--- src/rtl/ctrl_pkg.sv ---
// Shared control-register definitions: host opcodes, status word bit
// positions and the responder FSM encoding visible to host drivers.
package ctrl_pkg;

  localparam logic [7:0] INST_COMPUTE     = 8'd87;
  localparam logic [7:0] INST_ACK         = 8'd88;
  localparam logic [7:0] INST_READ_OFMAPS = 8'd89;

  localparam int unsigned ST_DONE_BIT    = 0;
  localparam int unsigned ST_BUSY_BIT    = 1;
  localparam int unsigned ST_FULL_BIT    = 2;
  localparam int unsigned ST_STARVED_BIT = 3;
  localparam int unsigned ST_PERR_BIT    = 4;
  localparam int unsigned ST_READOUT_BIT = 5;
  localparam int unsigned ST_STATE_LSB   = 6;
  localparam int unsigned ST_ROW_LSB     = 8;
  localparam int unsigned ST_COL_LSB     = 17;
  localparam int unsigned ST_TAG_LSB     = 26;

  typedef enum logic [1:0] {
    S_IDLE    = 2'd0,
    S_BUSY    = 2'd1,
    S_DONE    = 2'd2,
    S_READOUT = 2'd3
  } state_t;

  typedef enum logic [1:0] {
    CMD_NONE,
    CMD_COMPUTE,
    CMD_ACK,
    CMD_READ
  } cmd_t;

  function automatic cmd_t decode_opcode(input logic [7:0] op);
    cmd_t c;
    case (op)
      INST_COMPUTE:     c = CMD_COMPUTE;
      INST_ACK:         c = CMD_ACK;
      INST_READ_OFMAPS: c = CMD_READ;
      default:          c = CMD_NONE;
    endcase
    return c;
  endfunction

endpackage

--- src/rtl/cmd_edge_detect.sv ---
// Host opcode edge detector: a command fires only on the cycle the opcode
// byte differs from the previous cycle's value.
module cmd_edge_detect
  import ctrl_pkg::*;
(
  input  logic       i_clk,
  input  logic       i_rst,
  input  logic [7:0] i_opcode,
  output logic       o_fire,
  output cmd_t       o_cmd
);

  logic [7:0] r_prev_opcode;

  // Remember last cycle's opcode so a held command never re-fires
  always_ff @(posedge i_clk) begin
    if (i_rst) r_prev_opcode <= '0;
    else       r_prev_opcode <= i_opcode;
  end

  assign o_fire = (i_opcode != r_prev_opcode);
  assign o_cmd  = o_fire ? decode_opcode(i_opcode) : CMD_NONE;

endmodule

--- src/rtl/status_responder.sv ---
// Status responder: tracks job progress from pixel_done pulses and host
// commands, publishes it in axi_control_3, pulses done_irq on completion
// and gates ofmaps readout. Optional busy-cycle counter: STATUS_PERF_CNT_EN.
module status_responder
  import ctrl_pkg::*;
#(
  parameter int unsigned STARVE_LIMIT         = 1024,
  parameter int unsigned C_S_AXIS_TDATA_WIDTH = 32
) (
  input  logic                            clk,
  input  logic                            rst,
  input  logic [C_S_AXIS_TDATA_WIDTH-1:0] axi_control_0,
  input  logic [C_S_AXIS_TDATA_WIDTH-1:0] axi_control_1,
  input  logic                            pixel_done,
  input  logic                            ifmaps_fifo_empty,
  input  logic                            ofmaps_fifo_full,
  input  logic                            ofmaps_fifo_empty,
  output logic [C_S_AXIS_TDATA_WIDTH-1:0] axi_control_3,
  output logic                            done_irq,
  output logic                            readout_en,
  output logic [31:0]                     busy_cycles
);

  localparam int unsigned SW = $clog2(STARVE_LIMIT + 1);
  localparam logic [SW-1:0] LIMIT = SW'(STARVE_LIMIT);

  logic          w_fire;
  cmd_t          w_cmd;
  logic          w_start;

  state_t        r_state,  w_state_n;
  logic [8:0]    r_row,    w_row_n;
  logic [8:0]    r_col,    w_col_n;
  logic [8:0]    r_dim,    w_dim_n;
  logic [5:0]    r_tag,    w_tag_n;
  logic          r_done,   w_done_n;
  logic          r_starved, w_starved_n;
  logic          r_perr,   w_perr_n;
  logic [SW-1:0] r_starve, w_starve_n;
  logic          r_irq,    w_irq_n;
  logic          r_readout;
  logic          r_full;
  logic [31:0]   w_status;
  logic          w_unused;

  cmd_edge_detect u_cmd_edge (
    .i_clk    (clk),
    .i_rst    (rst),
    .i_opcode (axi_control_0[7:0]),
    .o_fire   (w_fire),
    .o_cmd    (w_cmd)
  );

  // Next-state: starvation, then pixel_done against the current state,
  // then readout drain, then the host command against the resulting state
  always_comb begin
    w_state_n   = r_state;
    w_row_n     = r_row;
    w_col_n     = r_col;
    w_dim_n     = r_dim;
    w_tag_n     = r_tag;
    w_done_n    = r_done;
    w_starved_n = r_starved;
    w_perr_n    = r_perr;
    w_starve_n  = r_starve;
    w_irq_n     = 1'b0;
    w_start     = 1'b0;

    if (r_state == S_BUSY) begin
      if (!ifmaps_fifo_empty)   w_starve_n = '0;
      else if (r_starve != LIMIT) w_starve_n = r_starve + 1'b1;
      if (w_starve_n == LIMIT)  w_starved_n = 1'b1;
    end

    if (pixel_done) begin
      if (r_state == S_BUSY) begin
        if (r_col == r_dim && r_row == r_dim) begin
          w_state_n = S_DONE;
          w_done_n  = 1'b1;
          w_irq_n   = 1'b1;
        end else if (r_col == r_dim) begin
          w_col_n = '0;
          w_row_n = r_row + 9'd1;
        end else begin
          w_col_n = r_col + 9'd1;
        end
      end else begin
        w_perr_n = 1'b1;
      end
    end

    if (r_state == S_READOUT && ofmaps_fifo_empty) begin
      w_state_n = S_IDLE;
      w_done_n  = 1'b0;
    end

    case (w_cmd)
      CMD_COMPUTE: begin
        if (w_state_n == S_IDLE) begin
          w_start     = 1'b1;
          w_state_n   = S_BUSY;
          w_dim_n     = axi_control_1[10:2];
          w_tag_n     = axi_control_0[31:26];
          w_row_n     = '0;
          w_col_n     = '0;
          w_done_n    = 1'b0;
          w_starved_n = 1'b0;
          w_perr_n    = 1'b0;
          w_starve_n  = '0;
        end else begin
          w_perr_n = 1'b1;
        end
      end
      CMD_ACK: begin
        if (w_state_n == S_DONE) begin
          w_state_n = S_IDLE;
          w_done_n  = 1'b0;
          w_perr_n  = 1'b0;
        end else if (w_state_n != S_IDLE) begin
          w_perr_n = 1'b1;
        end
      end
      CMD_READ: begin
        if (w_state_n == S_DONE) w_state_n = S_READOUT;
      end
      default: ;
    endcase
  end

  // Job FSM and all registered status fields
  always_ff @(posedge clk) begin
    if (rst) begin
      r_state   <= S_IDLE;
      r_row     <= '0;
      r_col     <= '0;
      r_dim     <= '0;
      r_tag     <= '0;
      r_done    <= 1'b0;
      r_starved <= 1'b0;
      r_perr    <= 1'b0;
      r_starve  <= '0;
      r_irq     <= 1'b0;
      r_readout <= 1'b0;
      r_full    <= 1'b0;
    end else begin
      r_state   <= w_state_n;
      r_row     <= w_row_n;
      r_col     <= w_col_n;
      r_dim     <= w_dim_n;
      r_tag     <= w_tag_n;
      r_done    <= w_done_n;
      r_starved <= w_starved_n;
      r_perr    <= w_perr_n;
      r_starve  <= w_starve_n;
      r_irq     <= w_irq_n;
      r_readout <= (w_state_n == S_READOUT);
      r_full    <= ofmaps_fifo_full;
    end
  end

  // Assemble the host-visible status word from registered fields
  always_comb begin
    w_status                              = '0;
    w_status[ST_DONE_BIT]                 = r_done;
    w_status[ST_BUSY_BIT]                 = (r_state == S_BUSY);
    w_status[ST_FULL_BIT]                 = r_full;
    w_status[ST_STARVED_BIT]              = r_starved;
    w_status[ST_PERR_BIT]                 = r_perr;
    w_status[ST_READOUT_BIT]              = r_readout;
    w_status[ST_STATE_LSB +: 2]           = r_state;
    w_status[ST_ROW_LSB +: 9]             = r_row;
    w_status[ST_COL_LSB +: 9]             = r_col;
    w_status[ST_TAG_LSB +: 6]             = r_tag;
  end

  assign axi_control_3 = w_status;
  assign done_irq      = r_irq;
  assign readout_en    = r_readout;

`ifdef STATUS_PERF_CNT_EN
  logic [31:0] r_busy_cycles;

  // Saturating count of cycles spent in BUSY, restarted by each job start
  always_ff @(posedge clk) begin
    if (rst)                                        r_busy_cycles <= '0;
    else if (w_start)                               r_busy_cycles <= '0;
    else if (r_state == S_BUSY && r_busy_cycles != '1) r_busy_cycles <= r_busy_cycles + 32'd1;
  end

  assign busy_cycles = r_busy_cycles;
  assign w_unused = ^{axi_control_0[25:8], axi_control_1[31:11], axi_control_1[1:0]};
`else
  assign busy_cycles = '0;
  assign w_unused = ^{axi_control_0[25:8], axi_control_1[31:11], axi_control_1[1:0], w_start};
`endif

endmodule
--- config.mk ---
export PLATFORM = sky130hd
export DESIGN_NAME = status_responder
export DESIGN_NICKNAME = d
export VERILOG_FILES = /design/src/rtl/ctrl_pkg.sv /design/src/rtl/cmd_edge_detect.sv /design/src/rtl/status_responder.sv
export SDC_FILE = /design/constraint.sdc
export NUM_CORES = 1
export LEC_CHECK = 0
export CORE_MARGIN = 2
export CORE_UTILIZATION = 61
export CTS_CLUSTER_DIAMETER = 150
export CTS_CLUSTER_SIZE = 10
export DETAILED_ROUTE_END_ITERATION = 8
export DONT_BUFFER_PORTS = 1
export GPL_ROUTABILITY_DRIVEN = 1
export PLACE_DENSITY = 0.82
export SLEW_MARGIN = 10
export SYNTH_ARGS = -nofsm -noshare
export SYNTH_HDL_FRONTEND = slang
export SYNTH_HIERARCHICAL = 1
export SYNTH_SLANG_ARGS = --single-unit
--- constraint.sdc ---
create_clock -name clk -period 7.6 [get_ports clk]
set_clock_uncertainty 0.05 [all_clocks]
set_input_delay 1.52 -clock clk [delete_from_list [all_inputs] [get_ports clk]]
set_output_delay 1.52 -clock clk [all_outputs]
set_load 0.05 [all_outputs]
Word level (Yosys, flattened, before mapping)
Cells that the tools add are included.
{"block": "word_totals", "word_cells": 85, "output_inout_bits": 66, "ff_bits": 60, "inputBits": 70}
{"block": "classes", "n_eq_ne": 15, "addsub": 3, "mux": 46, "reduce_logical": 6, "n_bitwise": 2}
{"cell": "9-bit 2-to-1 mux", "n": 12}
{"cell": "11-bit 2-to-1 mux", "n": 6}
{"cell": "8-bit by 7-bit == test with 1-bit output (second input constant)", "n": 3}
{"cell": "9-bit by 1-bit adder with 9-bit output (second input constant)", "n": 2}
{"cell": "9-bit == test", "n": 2}
{"cell": "1-bit 2-to-1 mux", "n": 16}
{"cell": "2-bit 2-to-1 mux", "n": 8}
{"cell": "2-bit one-hot mux with 3 select lines", "n": 2}
{"cell": "11-bit by 1-bit adder with 11-bit output (second input constant)", "n": 1}
{"cell": "11-bit == test (second input constant)", "n": 1}
{"cell": "11-bit != test (second input constant)", "n": 1}
{"cell": "2-bit == test (second input constant)", "n": 5}
{"cell": "8-bit != test", "n": 1}
{"cell": "2-bit by 1-bit == test with 1-bit output (second input constant)", "n": 2}
{"cell": "1-bit one-hot mux with 2 select lines", "n": 2}
{"cell": "3-bit OR reduction", "n": 1}
{"cell": "1-bit logical AND", "n": 2}
{"cell": "2-bit logical NOT", "n": 1}
{"cell": "1-bit NOT", "n": 2}
{"cell": "2-bit AND reduction", "n": 1}
{"cell": "2-bit nonzero test", "n": 1}

Longest topological paths before layout
Gate-level depths: netlist (run 1).
{"block": "depth", "word_depth": 10, "ltp_mapped": 13, "mapped_depth_nobuf": 10}

Modules after synthesis
Netlist (run 1), hierarchy kept.
{"module": "status_responder", "cells_per_inst": 384, "seq_area_each_um2": 1041.0, "area_each_um2": 3205.6, "n_inst": 1}
{"module": "cmd_edge_detect", "cells_per_inst": 34, "seq_area_each_um2": 160.2, "area_each_um2": 360.3, "n_inst": 1}

Worst setup path before layout (run 1)
Ideal clock, no wire load.
{"block": "synth_timing", "path_kind": "input to register", "start": "input axi_control_0[1]", "end": "register r_row[6]", "required_time_ns": 7.434, "arrival_ns": 3.622, "n_path_buf": 3, "stages": 13, "setup_time_ns": 0.116, "slack_ns": 3.812, "cell_sequence": "xor2_1 > nor4_2 > a21oi_1 > inv_1 > ha_1 > clkbuf_1 > o21ai_4 > and2b_1 > buf_4 > buf_4 > nand2_1 > a21oi_1 > a31o_2"}
{"block": "synth_between", "elab_chain_cells": 5, "word_cells_on_any_way": 8, "classes_between": "5 x eq/ne; 3 x mux"}
{"item": "start: declaration", "line": "status_responder.sv:12", "rtl": "input logic [C_S_AXIS_TDATA_WIDTH-1:0] axi_control_0,"}
{"item": "8-bit by 7-bit == test with 1-bit output", "line": "ctrl_pkg.sv:36", "rtl": "case (op)"}
{"item": "2-bit one-hot mux with 3 select lines", "line": "ctrl_pkg.sv:36"}
{"item": "2-bit 2-to-1 mux *", "line": "cmd_edge_detect.sv:22", "rtl": "assign o_cmd = o_fire ? decode_opcode(i_opcode) : CMD_NONE;"}
{"item": "named net w_cmd[1]", "line": "status_responder.sv:28", "rtl": "cmd_t w_cmd;"}
{"item": "2-bit by 1-bit == test with 1-bit output *"}
{"item": "9-bit 2-to-1 mux *", "line": "status_responder.sv:97", "rtl": "case (w_cmd)"}
{"item": "end signal: assignment", "line": "status_responder.sv:147", "rtl": "r_row <= w_row_n;"}
{"item": "end: declaration", "line": "status_responder.sv:32", "rtl": "logic [8:0] r_row, w_row_n;"}
Mark *: on every way through the listed nets, which the timed path passes. The rest lies on a longest branch.
A chain may end at the register's enable or synchronous reset.

Worst setup path after layout (run 1)
{"block": "layout_timing", "start": "input axi_control_0[7]", "end": "register r_col[5]"}
{"block": "layout_between", "elab_chain_cells": 5, "word_cells_on_any_way": 8, "classes_between": "5 x eq/ne; 3 x mux"}
{"item": "8-bit by 7-bit == test with 1-bit output", "line": "ctrl_pkg.sv:36"}
{"item": "2-bit one-hot mux with 3 select lines", "line": "ctrl_pkg.sv:36"}
{"item": "2-bit 2-to-1 mux *", "line": "cmd_edge_detect.sv:22"}
{"item": "named net w_cmd[1]", "line": "status_responder.sv:28"}
{"item": "2-bit by 1-bit == test with 1-bit output *"}
{"item": "9-bit 2-to-1 mux *", "line": "status_responder.sv:97"}
{"item": "end signal: assignment", "line": "status_responder.sv:148", "rtl": "r_col <= w_col_n;"}
{"item": "end: declaration", "line": "status_responder.sv:33", "rtl": "logic [8:0] r_col, w_col_n;"}
Marked as above.

==> results of run 1 <==
==> worst max-delay path: stages <==
cell and delay [ns]:
and4bb_2 0.28, nand2_1 0.06, a21oi_1 0.23, inv_1 0.10, ha_1 0.32, o21ai_4 0.32
nand2b_1 0.69, nor3_1 0.61, nand3_1 0.13, o211ai_1 0.11
==> sequential cells by signal (all words and copies together) (netlist names), 2 cells and up <==
signal	count
r_row	9
r_starve	11
r_tag	6
u_cmd_edge/r_prev_opcode	8
r_col	9
r_state	2
r_dim	9
==> worst min path at each step <==
stage	start	endpoint	slack, ns	cells past startpoint
after detailed placement	r_starve[8]	r_starve[8]	0.44	2
after CTS	r_starve[8]	r_starve[8]	0.45	2
final	r_starve[8]	r_starve[8]	0.46	2
after global routing	r_starve[8]	r_starve[8]	0.49	2
after floorplan	r_starved	r_starved	0.38	2
after global placement	r_starve[8]	r_starve[8]	0.43	2
==> layer usage <==
metal / GRT usage / up-vias / routed length [µm]
li1: - / 1369 / -
met3: 0.0640 / 10 / 452
met4: 0.0864 / 0 / 106
met1: 0.291 / 1334 / 3070
met2: 0.380 / 98 / 3610
met5: 0 / - / 0
==> layout by cell type (no fill, tap or decap), types with 3 or more instances in the layout <==
| cell | instances |
|---|---|
| dfxtp_1 | 60 |
| nor2_1 | 39 |
| nand2_1 | 35 |
| conb_1 | 32 |
| xor2_1 | 22 |
| mux2i_1 | 19 |
| a21oi_1 | 17 |
| nand3_1 | 15 |
| o21ai_0 | 13 |
| nor2b_1 | 12 |
| clkbuf_8 | 10 |
| nor3_1 | 9 |
| nand4_1 | 8 |
| nor4_1 | 8 |
| xnor2_1 | 8 |
| ha_1 | 8 |
| nand2b_1 | 7 |
| inv_1 | 7 |
| and2_1 | 6 |
| o21a_1 | 5 |
| o22ai_1 | 5 |
| a21o_1 | 4 |
| and3_1 | 4 |
| o211ai_1 | 4 |
| a22oi_1 | 3 |
| nor4_4 | 3 |
| a31o_2 | 3 |
| a31oi_1 | 3 |
| a22o_1 | 3 |
| nor3b_1 | 3 |
==> layout make-up <==
class	count	area [µm²]	area share
multi-input cells	326	2090	0.575
flip-flops and latches	60	1200	0.330
clock buffers	10	138	0.0378
well taps	72	90.1	0.0248
clock inverters	6	86.3	0.0237
inverters	8	30.0	0.00826
==> power breakdown <==
group          leakage (µW)  total, µW  switching (µW)  internal (µW)
Combinational       0.00101       55.6            46.2           9.42
Clock              0.000113        324             131            193
Sequential         0.000486        322            4.43            318
Total               0.00160        702             182            520
==> metrics by stage <==
stage	setup slack, ns	hold slack [ns]
finish	3.43	0.458
global route	3.08	0.486
CTS	3.43	0.453
detailed placement	3.11	0.444
global placement	3.19	0.433
floorplan	3.87	0.377
==> metrics, run 1 <==
Setup Buffers After CTS=0; filler instances=453; final core utilization=0.653; Yosys warning total=6; worst setup path endpoint=r_col[5]; vias in the first global route=2548; clock buffer depth=2; total power=702 µW; leak pwr=0.00160 µW; period utilization=0.549; CP endpoint kind=register; Net count, final=483; Crit Path Max Fanout=23; hold crit path type=register to register; Max-Cap Viols=0; Initial Utilization=0.639; clk sinks=60; WL/cell=15.0 µm; Synth Instances=417; Critical Path Start=axi_control_0[7]; die span in x=80.4 µm; Max-slew headroom=0.357; Die Y=80.4 µm; r2r setup slk=4.27 ns; Vias=2811; P&R area growth vs syn=2.11%; Required @ worst endpoint=7.82 ns; post-CTS resize count=0; DRT iter0 DRCs=~260; clock slew at reported path FFs=0.07 ns; Final GP Congestion=0.832; Core Area=5570 µm²; CP startpoint kind=input pin; mean area per synthesized cell=approximately 8.5 µm²; ANT nets after route=0; die area=6470 µm²; Rows=27; CTS Buf Count=9; reg-to-reg endpoint=r_col[5]; antenna cells=0; min cycle time layout=4.17 ns; DRC=0; Cell Count, Final, Fillers Out=482; worst reg2reg startpoint=r_state[1]; placed cell count=466; largest net degree at the start of global routing=32; R2R depth=6; root buffer cell=clkbuf_8; count of final max-slew check failures=0; Crit Path Class=input pin to register; RSZ-0062 raised after global routing=no; Total Routed Length=7240 µm; final setup violation count=0; share of cells above drive strength 1=0.0854; Buffers on Ports=0; max frequency=240 MHz; placed cell area=3410 µm²; Final Cell Area=3640 µm²; Slew @ Worst Pin=0.964 ns; H-Tree Level Count=3; Post-Syn Area=3560 µm²; Worst EP arrival=4.39 ns; first-pass GRT wire length=around 12000 µm; initial antenna violation count=0; status=complete, no violations; Peak VDD IR=0.144 mV; I/O Pins=136; routed vias/inst=a little under 6; clk_lat worst skew=0.34 ns; grt ovf=0; Final Hold Viols=0; CTS tree=built; Power per Cell Area=193 nW/µm²; drt pass-1 iters=4; gr usage total=0.232; hold_buf cts=0; DP HPWL=5150 µm; Post-Route Setup TNS=0 ns
Note: power is estimated with default switching activity, not from simulation.
==> inputs of run 2 (changes only) <==
==> constraint.sdc (replaced) <==
create_clock -name clk -period 4.05 [get_ports clk]
set_clock_uncertainty 0.05 [all_clocks]
set_input_delay 0.81 -clock clk [delete_from_list [all_inputs] [get_ports clk]]
set_output_delay 0.81 -clock clk [all_outputs]
set_load 0.05 [all_outputs]
==> run 2 against run 1 <==
Sequential cell count did not move. Worst hold slack got worse by 0.0081 ns. First-iteration DRC count fell by 24%. Largest cell class unchanged. Non-clock buffer count rose by 3. Total power rose by 86%. Global-route usage fell by 0.26 points. Via count barely moved.
==> metrics, run 2 (synthesis results as in run 1) <==
status=complete, no violations; Vias=2809; Total Routed Length=7030 µm; most frequent cells in the layout=dfxtp_1 (60), nor2_1 (39), nand2_1 (35); Buffers on Ports=0; clk sinks=60; Post-Route Setup TNS=0 ns; vias in the first global route=2561; first-pass GRT wire length=11700 µm; filler instances=454; CP endpoint kind=register; WL/cell=14.5 µm; DP HPWL=5090 µm; Top reg by flops=r_starve; clk_lat worst skew=0.34 ns; Crit Path Class=input pin to register; die area=6470 µm²; worst setup path endpoint=r_col[5]; Required @ worst endpoint=~4.3 ns; max FFs per register=11; Setup WS post-layout=1.01 ns; DRT iter0 DRCs=195; CP startpoint kind=input pin; max frequency=329 MHz; CTS tree=built; Setup Buffers After CTS=0; I/O Pins=between 100 and 150; placed cell area=3440 µm²; Final Hold Viols=0; reg-to-reg endpoint=r_col[5]; min cycle time layout=3.04 ns; CTS Buf Count=9; Crit Path Max Fanout=20; final setup violation count=0; clock slew at reported path FFs=around 0.07 ns; share of cells above drive strength 1=0.0872; ANT nets after route=0; hold crit path type=register to register; Net count, final=486; period utilization=0.751; die span in x=80.4 µm; critical path depth=10; worst reg2reg startpoint=r_state[1]; cell-by-cell trace of the critical path=xor2_1, nor4_2, a21oi_1, ha_1, o21ai_4, and2b_1, buf_4, nand3_1, or3_1, o211ai_1; Register Area=1200 µm²; most common cell after layout, fill and taps aside=dfxtp_1; Place WS=a little under 0.7 ns; count of final max-slew check failures=0; post-CTS resize count=0; r2r setup slk=1.11 ns; gr usage total=0.230; Slowest cell on crit path=or3_1; critical path's top delay family=simple AND/OR/NAND/NOR gates; P&R area growth vs syn=2.56%; Critical Path Start=axi_control_0[1]; Max-Cap Viols=0; drt pass-1 iters=4; Final GP Congestion=between 0.8 and 0.9; Die Y=80.4 µm; clock buffer depth=2; Hold WS=roughly 0.45 ns; multi-input logic area=2090 µm²; Max-slew headroom=0.352; antenna cells=0; Initial Utilization=0.639; H-Tree Level Count=3; Power per Cell Area=358 nW/µm²; slowest cell delay on critical path=0.37 ns; hold_buf cts=0; RSZ-0062 raised after global routing=no; Slew @ Worst Pin=0.971 ns; Worst Path Buf+Inv=1; routed vias/inst=~5.8; grt ovf=0; largest net degree at the start of global routing=32; Final Cell Area=3650 µm²; initial antenna violation count=0; R2R depth=7; DRC=0; Core Area=5570 µm²; Rows=27; leak pwr=0.00161 µW; root buffer cell=clkbuf_8; Worst EP arrival=3.25 ns; Peak VDD IR=0.305 mV
==> run 2: cell count changes in the layout (fill, tap and decap cells not counted), sizes merged <==
cell    delta
buf        +3
clkbuf     +2
clkinv     -1
inv        -1
==> run 2: final cells by class <==
type	instances	share of cell area
clock buffers	12	0.0397
inverters	8	0.00822
well taps	72	0.0247
flip-flops and latches	60	0.329
clock inverters	4	0.0199
multi-input cells	326	0.573
repair buffers	3	0.00616
==> run 2: worst min-delay path: cells and delay by family (launching register included) <==
family,cells,cell delay [ns]
compound gates,1,0.05
simple gates,1,0.06
flops,1,0.34
==> run 2: worst min-delay path by stage <==
stage	slack, ns	end	depth (start not counted)	start
detailed placement	0.44	r_starve[8]	2	r_starve[8]
finish	0.45	r_starve[8]	2	r_starve[8]
global placement	0.43	r_starve[8]	2	r_starve[8]
floorplan	0.38	r_starved	2	r_starved
global route	0.48	u_cmd_edge/r_prev_opcode[1]	1	rst
CTS	0.45	r_starve[8]	2	r_starve[8]
==> run 2: metrics by stage <==
step / util / power (µW) / cells
2_1_floorplan: - / 746 / 448
3_3_place_gp: 0.616 / 721 / 469
3_5_place_dp: 0.616 / 723 / 469
4_1_cts: 0.655 / 1320 / 485
5_1_grt: 0.655 / 1350 / 485
6_report: 0.655 / 1310 / 485
==> run 2: per-layer routing <==
layer	share of wire	wire [µm]	GRT usage
met1	0.44	3070	0.299
met3	0.070	490	0.0607
met5	0	0	0
met2	0.47	3330	0.354
met4	0.020	140	0.107
==> run 2: where the power goes <==
group	total, µW	switching (µW)	internal [µW]
clock network	596	233	363
registers	604	8.17	596
logic	106	87.3	18.9
total	1310	329	978
==> inputs of run 3 (changes only) <==
--- a/config.mk
+++ b/config.mk
@@ -6,13 +6,13 @@
 export NUM_CORES = 1
 export LEC_CHECK = 0
 export CORE_MARGIN = 2
-export CORE_UTILIZATION = 61
+export CORE_UTILIZATION = 58
 export CTS_CLUSTER_DIAMETER = 150
 export CTS_CLUSTER_SIZE = 10
 export DETAILED_ROUTE_END_ITERATION = 8
 export DONT_BUFFER_PORTS = 1
 export GPL_ROUTABILITY_DRIVEN = 1
-export PLACE_DENSITY = 0.82
+export PLACE_DENSITY = 0.81
 export SLEW_MARGIN = 10
 export SYNTH_ARGS = -nofsm -noshare
 export SYNTH_HDL_FRONTEND = slang
==> constraint.sdc (replaced) <==
create_clock -name clk -period 2.7 [get_ports clk]
set_clock_uncertainty 0.05 [all_clocks]
set_input_delay 0.54 -clock clk [delete_from_list [all_inputs] [get_ports clk]]
set_output_delay 0.54 -clock clk [all_outputs]
set_load 0.05 [all_outputs]
==> run 3 against run 2 <==
Die area increased by 4.9%. Register-to-register slack got worse by 0.76 ns. Via count increased by 3.0%. Routed wire length increased by 5.8%. Setup slack got worse by 0.66 ns. Combinational power increased by 52%. Utilization increased by 0.073 points.
==> metrics, run 3 (synthesis results as in run 1) <==
root buffer cell=clkbuf_8; Vias=2892; Peak VDD IR=0.440 mV; leak pwr=around 0.0018 µW; hold_buf cts=0; Top reg by flops=r_starve; final setup violation count=0; Max-Cap Viols=0; Post-Route Setup TNS=0 ns; CP endpoint kind=register; critical hold path startpoint=rst; die span in x=82.4 µm; clock buffer depth=2; ANT nets after route=0; clock slew at reported path FFs=0.07 ns; Cell Count, Final, Fillers Out=514; P&R area growth vs syn=9.06%; first-pass GRT wire length=between 10000 and 15000 µm; WL/cell=14.5 µm; share of cells above drive strength 1=0.144; Setup Buffers After CTS=0; Final Hold Viols=0; Power per Cell Area=about 530 nW/µm²; reg-to-reg endpoint=r_starved; DRC=0; placed cell count=between 400 and 500; Clock Power Share=0.483; placed cell area=3630 µm²; H-Tree Level Count=3; R2R depth=9; vias in the first global route=2607; Total Routed Length=around 7400 µm; CTS Buf Count=9; filler instances=slightly below 500; Core Area=5920 µm²; I/O Pins=approximately 140; Final Cell Area=approximately 4000 µm²; CTS tree=built; Slew @ Worst Pin=roughly 0.57 ns; post-CTS resize count=0; period utilization=0.871; status=complete, no violations; Worst EP arrival=2.56 ns; clk_lat worst skew=between 0.3 and 0.4 ns; Rows=28; part of the power in registers=0.440; Initial Utilization=0.602; Min-Delay Endpoint=r_dim[0]; grt ovf=0; Final GP Congestion=~0.94; Int Pwr=1590 µW; RSZ-0062 raised after global routing=no; DP HPWL=~5600 µm; WHS Path Cells=1; worst reg2reg startpoint=u_cmd_edge/r_prev_opcode[5]; max FFs per register=11; min cycle time layout=2.35 ns; CP startpoint kind=register; sw frac=0.231; NetSw=~480 µW; total power=between 2000 and 2500 µW; Die Y=82.4 µm; most common cell after layout, fill and taps aside=dfxtp_1; max frequency=approximately 430 MHz; drt pass-1 iters=4; Hold WS=0.234 ns; Buffers on Ports=0; Crit Path Max Fanout=4; gr usage total=0.232; Crit Path Class=register to register; clk sinks=60; count of final max-slew check failures=0; Max-slew headroom=0.617; initial antenna violation count=0; r2r setup slk=0.35 ns; Required @ worst endpoint=2.91 ns; most frequent cells in the layout=dfxtp_1 (60), nor2_1 (39), nand2_1 (35); antenna cells=0; DRT iter0 DRCs=154; Comb power frac=0.078; routed vias/inst=5.63; die area=6780 µm²; largest net degree at the start of global routing=32; hold crit path type=input pin to register; Net count, final=512
[run 3: cell count changes in the layout (fill, tap and decap cells not counted)]
cell and delta:
buf_4 +26, clkbuf_1 -1, clkinvlp_4 -1, bufinv_16 +1, clkbuf_8 +1
[run 3: cell type report]
class,count,area [µm²],area share
tap,75,93.8,0.0242
clock buffer,12,155,0.0399
timing repair buffer,29,218,0.0560
multi-input combinational,326,2090,0.538
inverter,8,30.0,0.00773
clock inverter,4,95.1,0.0245
sequential,60,1200,0.309
[run 3: worst max-delay path: stages (launching register included)]
cell and delay (ns):
dfxtp_1 0.30, xor2_1 0.16, nor4_2 0.30, a21oi_1 0.15, ha_1 0.30, o21ai_4 0.11, nand2b_1 0.16, nor4_1 0.41
o2111ai_1 0.20, o21ai_1 0.14
[run 3: how the worst max path moves through the flow]
stage / cells past startpoint / slack (ns) / to / startpoint
after global routing: 9 / 0.13 / r_starved / u_cmd_edge/r_prev_opcode[5]
final: 9 / 0.35 / r_starved / u_cmd_edge/r_prev_opcode[5]
after global placement: 9 / 0.12 / r_done / axi_control_0[7]
after detailed placement: 9 / 0.08 / r_done / axi_control_0[2]
after CTS: 9 / 0.36 / r_starved / u_cmd_edge/r_prev_opcode[5]
after floorplan: 13 / 0.10 / r_row[6] / axi_control_0[1]
[run 3: metrics by stage]
step           utilization  setup WS, ns
5_1_grt              0.656         0.131
6_report             0.656         0.348
3_5_place_dp         0.614        0.0807
4_1_cts              0.656         0.360
2_1_floorplan            -         0.101
3_3_place_gp         0.614         0.120
[run 3: layer usage]
layer  global-route usage  share of wire  vias up
li1                     -              -     1427
met1                0.274           0.41     1369
met2                0.397           0.52       90
met3               0.0761          0.061        6
met4               0.0750          0.012        0
met5                    0              0        -
[run 3: power groups by stage]
stage               Sequential [µW]  Combinational, µW  Clock, µW
CTS                             907                160       1010
finish                          907                161        995
detailed placement              927                159          0
global route                    907                172       1050
floorplan                       919                200          0
global placement                926                157          0
